<file path="src/rtl/pipe_pkg.sv">
// rtl/pipe_pkg.sv - shared state encoding and defaults for the skid pipeline stage
package pipe_pkg;

  localparam int PIPE_CNT_W_DEFAULT = 16;

  typedef enum logic [1:0] {
    EMPTY = 2'd0,
    BUSY  = 2'd1,
    FULL  = 2'd2
  } pipe_state_e;

endpackage

</file>
<file path="src/rtl/pipe_sat_counter.sv">
// rtl/pipe_sat_counter.sv - saturating event counter, sticks at all-ones
module pipe_sat_counter #(
  parameter int W = 16
) (
  input  logic         i_clk,
  input  logic         i_rst_n,
  input  logic         i_inc,
  output logic [W-1:0] o_cnt
);

  logic [W-1:0] cnt_q;
  logic [W-1:0] cnt_d;

  always_comb begin
    cnt_d = cnt_q;
    if (i_inc && (cnt_q != {W{1'b1}})) begin
      cnt_d = cnt_q + W'(1);
    end
  end

  always_ff @(posedge i_clk or negedge i_rst_n) begin
    if (!i_rst_n) begin
      cnt_q <= '0;
    end else begin
      cnt_q <= cnt_d;
    end
  end

  assign o_cnt = cnt_q;

endmodule

</file>
<file path="src/rtl/pipe_skid_stage.sv">
// rtl/pipe_skid_stage.sv - two-entry skid buffer stage with flush, registered valid/ready
// Optional stall/bubble/flush counters under PIPE_STAGE_PERF_EN.
module pipe_skid_stage
  import pipe_pkg::*;
#(
  parameter int DATA_W = 32,
  parameter int CNT_W  = PIPE_CNT_W_DEFAULT
) (
  input  logic              i_clk,
  input  logic              i_rst_n,
  input  logic              i_valid,
  output logic              o_ready,
  input  logic [DATA_W-1:0] i_data,
  input  logic              i_flush,
  output logic              o_valid,
  input  logic              i_ready,
  output logic [DATA_W-1:0] o_data
`ifdef PIPE_STAGE_PERF_EN
  ,
  output logic [CNT_W-1:0]  o_stall_cnt,
  output logic [CNT_W-1:0]  o_bubble_cnt,
  output logic [CNT_W-1:0]  o_flush_cnt
`endif
);

  pipe_state_e       state_q, state_d;
  logic [DATA_W-1:0] main_q, main_d;
  logic [DATA_W-1:0] skid_q, skid_d;
  logic              accept;
  logic              xfer;

  assign o_valid = (state_q != EMPTY);
  assign o_ready = (state_q != FULL);
  assign o_data  = main_q;

  assign accept = i_valid && o_ready && !i_flush;
  assign xfer   = o_valid && i_ready && !i_flush;

  // main is zeroed on every path into EMPTY so o_data reads 0 whenever o_valid is low
  always_comb begin
    state_d = state_q;
    main_d  = main_q;
    skid_d  = skid_q;
    if (i_flush) begin
      state_d = EMPTY;
      main_d  = '0;
      skid_d  = '0;
    end else begin
      case (state_q)
        EMPTY: begin
          if (accept) begin
            state_d = BUSY;
            main_d  = i_data;
          end
        end
        BUSY: begin
          case ({accept, xfer})
            2'b11: main_d = i_data;
            2'b10: begin
              state_d = FULL;
              skid_d  = i_data;
            end
            2'b01: begin
              state_d = EMPTY;
              main_d  = '0;
            end
            default: ;
          endcase
        end
        FULL: begin
          if (xfer) begin
            state_d = BUSY;
            main_d  = skid_q;
            skid_d  = '0;
          end
        end
        default: begin
          state_d = EMPTY;
          main_d  = '0;
          skid_d  = '0;
        end
      endcase
    end
  end

  always_ff @(posedge i_clk or negedge i_rst_n) begin
    if (!i_rst_n) begin
      state_q <= EMPTY;
      main_q  <= '0;
      skid_q  <= '0;
    end else begin
      state_q <= state_d;
      main_q  <= main_d;
      skid_q  <= skid_d;
    end
  end

`ifdef PIPE_STAGE_PERF_EN
  logic stall_inc;
  logic bubble_inc;
  logic flush_inc;

  assign stall_inc  = o_valid && !i_ready;
  assign bubble_inc = !o_valid && !i_flush;
  assign flush_inc  = i_flush && (state_q != EMPTY);

  pipe_sat_counter #(.W(CNT_W)) u_stall_cnt (
    .i_clk   (i_clk),
    .i_rst_n (i_rst_n),
    .i_inc   (stall_inc),
    .o_cnt   (o_stall_cnt)
  );

  pipe_sat_counter #(.W(CNT_W)) u_bubble_cnt (
    .i_clk   (i_clk),
    .i_rst_n (i_rst_n),
    .i_inc   (bubble_inc),
    .o_cnt   (o_bubble_cnt)
  );

  pipe_sat_counter #(.W(CNT_W)) u_flush_cnt (
    .i_clk   (i_clk),
    .i_rst_n (i_rst_n),
    .i_inc   (flush_inc),
    .o_cnt   (o_flush_cnt)
  );
`endif

endmodule

</file>
<file path="config.mk">
export PLATFORM = sky130hd
export DESIGN_NAME = pipe_skid_stage
export DESIGN_NICKNAME = d
export VERILOG_FILES = /design/src/rtl/pipe_pkg.sv /design/src/rtl/pipe_sat_counter.sv /design/src/rtl/pipe_skid_stage.sv
export SDC_FILE = /design/constraint.sdc
export NUM_CORES = 1
export LEC_CHECK = 0
export ABC_AREA = 1
export BUFFER_PORTS_ARGS = -buffer_cell sky130_fd_sc_hd__buf_4
export CORE_UTILIZATION = 50
export DETAILED_ROUTE_END_ITERATION = 10
export PLACE_DENSITY = 0.74
export SLEW_MARGIN = 20
export SYNTH_ARGS = -nofsm -noshare
export SYNTH_HDL_FRONTEND = slang
export SYNTH_HIERARCHICAL = 1
export SYNTH_SLANG_ARGS = --single-unit
</file>
<file path="constraint.sdc">
create_clock -name i_clk -period 1.5 [get_ports i_clk]
set_input_delay 0.3 -clock i_clk [delete_from_list [all_inputs] [get_ports i_clk]]
set_output_delay 0.3 -clock i_clk [all_outputs]
set_load 0.1 [all_outputs]
</file>
# Word-level counts from Yosys, hierarchy flattened
# Cells that the tools add are included.
# op_classes
eq_ne	12
reduce_logical	10
muxes	14
# ops
operator	count
32-bit two-way mux	6
32-bit one-hot mux with 3 select lines	2
32-bit one-hot mux with 2 select lines	1
3-bit != test, second input constant	3
3-bit AND reduction	3
2-bit equality test, second input constant	3
2-bit two-way mux	3
2-bit one-hot mux with 3 select lines	1
2-bit by 1-bit equality test with 1-bit output, second input constant	2
1-bit logical AND	4
2-bit != test, second input constant	2
4-bit by 2-bit != test with 1-bit output, second input constant	1
4-bit by 3-bit != test with 1-bit output, second input constant	1
2-bit one-hot mux with 2 select lines	1
2-bit zero test	1
2-bit nonzero test	1
1-bit zero test	1
# word_totals
out_inout_bits	34
elab_cells	39
regBits	66

# Logic depth before layout (Yosys ltp)
# depth
word_depth	7
depth_mapped	10

# Least setup slack after synthesis
# Ideal clock, no wire load.
# synth_timing
kind	register to register
startpoint	register state_q[0]
endpoint	register skid_q[13]
slack_ns	-0.469
stages_incl_launch_ff	9
setup_ns	0.121
t_required_ns	1.379
period_less_slack_ns	1.969
arrival_ns	1.849
path_buffers	1
path_cell_list	dfrtp_1 > inv_2 > nand2_1 > o211ai_2 > nand2_1 > nand2_2 > buf_2 > nand2_1 > o21ai_1
# synth_between
elab_chain_len	6
# synth_rtl
item	line	source
start: declaration	pipe_skid_stage.sv:26	pipe_state_e state_q, state_d;
start signal: assignment	pipe_skid_stage.sv:92	state_q <= state_d;
2-bit != test	pipe_skid_stage.sv:33	assign o_ready = (state_q != FULL);
named net o_ready	pipe_skid_stage.sv:12	output logic o_ready,
1-bit logical AND (2 in series)	pipe_skid_stage.sv:36	assign accept = i_valid && o_ready && !i_flush;
2-bit equality test	pipe_skid_stage.sv:57	case ({accept, xfer})
3-bit != test (no source line)	-	
3-bit AND reduction (no source line)	-	
end signal: assignment	pipe_skid_stage.sv:94	skid_q <= skid_d;
end: declaration	pipe_skid_stage.sv:28	logic [DATA_W-1:0] skid_q, skid_d;
# The timed path passes the listed nets, and every way through them passes these cells.
# A chain may end at the register's enable or synchronous reset.

# Worst setup path in the final report
# layout_timing
startpoint	register state_q[1]
endpoint	register main_q[13] (netlist: o_data[13])
# layout_between
elab_chain_len	7
# layout_rtl
item	line	source
2-bit != test or 2-bit nonzero test (tied branches)	pipe_skid_stage.sv:33, pipe_skid_stage.sv:32	
1-bit logical AND, on equally long branches (2 in series)	pipe_skid_stage.sv:36, pipe_skid_stage.sv:37	
2-bit by 1-bit equality test with 1-bit output or 2-bit equality test (tied branches)	pipe_skid_stage.sv:57	
32-bit one-hot mux with 2 select lines	pipe_skid_stage.sv:57	
32-bit one-hot mux with 3 select lines	pipe_skid_stage.sv:49	case (state_q)
32-bit two-way mux	pipe_skid_stage.sv:44	if (i_flush) begin
end signal: assignment	pipe_skid_stage.sv:93	main_q <= main_d;
end: declaration	pipe_skid_stage.sv:27	logic [DATA_W-1:0] main_q, main_d;
# Several ways; a longest one is shown, not always the timed one.

==> impl_metrics.ini <==
[outcome]
status = finished with violations
violations = setup timing

[synthesis]
synth_common_cells = nand2_1 (232), dfrtp_1 (66), nand3_1 (66)
ys_types = 19
ys.warnings.count = 6
yosys-top-cells-area = dfrtp_1 (50%), nand2_1 (27%), nand3_1 (10%)
synthCells = 448
synth_top_area_share_pct = 50.3
async_reset_ff_share_pct = 100
synthMostInstantiatedCell = nand2_1
synth-edff-count = 0
syn_avg_cell_area_um2 = 7.32
synth_flop_cell = dfrtp_1
yosysTopAreaCell = dfrtp_1
ys_ff_latch = 66
syn_area_um2 = 3280
syn-num-nets = 485
synth_seq_area_share_pct = 50.3

[critical_path]
arrival_ps = 1890
endpoint_kind = flip-flop
slowest_delay_ps = 440
crit_required_ps = 1780
cpMaxStageDelayCell = dfrtp_2
path_class = flip-flop to flip-flop
worstPathMaxFanout = 8
startpoint_type = flip-flop
path_cells = inv_2, nor2_4, nand3_2, nand2_2, inv_2, nand2_4, nor2_4, clkbuf_16, nand2_1, nand2_1

[clock_tree]
cts_inserted_buffers = 9
htreeDepth = 3
cts_buffer_depth = 2
cts.sinks = 66
cts.clk_slew.worst_paths_ps = 70
cts-root-buf = clkbuf_8
cts_tree = built
insertion_delay_ps = 350

[placement]
place_congestion = 0.892
placed_area_um2 = 4020
port_buffers = 70
pre_cts_slack_ps = 17.5
dp_hpwl_mm = 5.50

[floorplanning]
coreArea_um2 = 6350
io_pins = 71
initial_utilization_pct = 51.7
num_rows = 29
die_x_um = 83
die_y_um = 83
dieArea_um2 = 6890

[hold_path]
holdCritPathClass = primary input to flip-flop

[global_routing]
antenna_found_initial = 0
grt_use_total_pct = 26.1
grt_pass1_vias = 3020
grt.overflow.total = 0
grt_pass1_wl_mm = 14.4
grt_max_degree = 46

[flow_run]
maxCapViolations = 0

[sta]
relSlewSlack_pct = 75.9
hold_violations = 0
fin_skew_ps = 6.17
whs_ps = 223
fin_crit_sh_pct = 107
report.final.slew_viol_count = 0
rsz0062_at_grt = true
finalSetupViolations = 46
tightest_slew_ps = 361
tns_ps = -1890
fin_crit_ps = 1600
max_freq_ghz = 0.624
setup_slack_ps = -104

[pwr]
switching_share_pct = 46.4
power_density_nw_per_um2 = 1470
power.ir.vdd_worst_v = 0.000927
power.leakage_uw = 0.00238
seqPwrFrac_pct = 32.5
p_total_uw = 6810
power_frac_clock_pct = 19.9
p_comb_share_pct = 47.6
switchingPower_uw = 3160
power.internal_uw = 3650

[final_layout]
area_growth_pct = 40.9
diodes = 0
drive_gt1_share_pct = 28.8
final_cell_area_um2 = 4620
fillCellCount = 494
num-nets-final = 571

[drt]
antenna_left = 0
wl_per_cell_um = 16.5
vias_per_cell = 5.60
drcViolationCount = 0
drt-initial-drc-count = 373
vias = 3445
drt_first_pass_iters = 5
wl_mm = 10.2
[final timing paths]
path,startpoint,end,slack (ps),cells after the start
max in group asynchronous,i_rst_n,o_data[25],670,3
max,state_q[1],o_data[13],-100,10
min reg2reg,o_data[9],o_data[9],470,2
min,i_data[9],skid_q[9],220,3
max reg2reg,state_q[1],o_data[13],-100,10
min in group asynchronous,i_rst_n,o_data[4],370,2
[flip-flops by register name, indices dropped and copies added, names as in the netlist]
signal / count
state_q: 2
o_data: 32
skid_q: 32
[layout make-up]
class	instances	area (um^2)	share of cell area (%)
sequential	66	1650	35.8
multi-input combinational	345	1600	34.6
timing repair buffer	102	1060	22.8
clock buffer	13	159	3.44
tap	77	96.3	2.08
inverter	10	43.8	0.947
clock inverter	2	12.5	0.271
[stage by stage]
stage                     instances  utilization (%)
after floorplan                 448                -
after global placement          585             63.3
after detailed placement        585             63.3
after CTS                       603             66.6
after global routing            615             72.8
final                           615             72.8
[cells in the final DEF (no fill, tap or decap)]
master,Yosys,layout
dfrtp_2,0,2
clkinvlp_4,0,2
buf_4,3,77
buf_12,0,10
nand2_1,232,214
o21ai_0,2,2
buf_6,0,6
o21ai_1,33,32
o211ai_2,1,1
nand3b_1,1,1
inv_4,0,1
nand3_1,66,59
clkinv_2,0,1
nand4_1,1,1
clkbuf_16,0,8
nand3_4,0,1
dlygate4sd3_1,0,1
nand3_2,1,7
nor2_4,1,5
nand2_4,0,5
inv_1,7,6
o21ai_2,0,1
clkbuf_1,6,2
inv_2,3,2
dfrtp_1,66,64
nor2_1,3,1
nand2_2,2,15
clkbuf_8,0,11
[kinds of logic after synthesis]
group | after synthesis | synth area share, %
AO/OA/AOI/OAI | 36 | 5.72
buffers and inverters | 37 | 5.15
AND/OR/NAND/NOR | 309 | 38.8
flip-flops | 66 | 50.3
[critical path: cells and delay by family (launching register included)]
kind / cells / cell delay [ps]
DFF: 1 / 440
and+or+nand+nor: 7 / 650
buffers and inverters: 3 / 450
[per-layer routing]
layer / vias to the layer above / part of all wire (%) / GRT usage (%) / routed length (um)
met4: 0 / 3.4 / 11.1 / 342
li1: 1605 / - / - / -
met5: - / 0 / 0 / 0
met1: 1616 / 40 / 36.8 / 4100
met3: 38 / 7.9 / 3.88 / 799
met2: 186 / 48 / 40.4 / 4910
[timing repair]
| item | in CTS | in global routing |
|---|---|---|
| pin swaps | 1 | 13 |
| hold buffers | 1 | 0 |
| resized for setup | 5 | 39 |
| gates cloned | 0 | 10 |
| endpoints found under the setup margin | 3 | 61 |
| buffers inserted | 2 | 2 |
| endpoints found under the hold margin | 16 | 0 |
[power by group through the flow]
| stage | combinational (uW) | sequential [uW] | clock [uW] |
|---|---|---|---|
| floorplan | 883 | 3410 | 0 |
| finish | 3240 | 2220 | 1360 |
| detailed placement | 2820 | 2240 | 0 |
| CTS | 2860 | 2210 | 1360 |
| global placement | 2790 | 2230 | 0 |
| global route | 3390 | 2250 | 1460 |
Note: power is estimated with default switching activity, not from simulation.
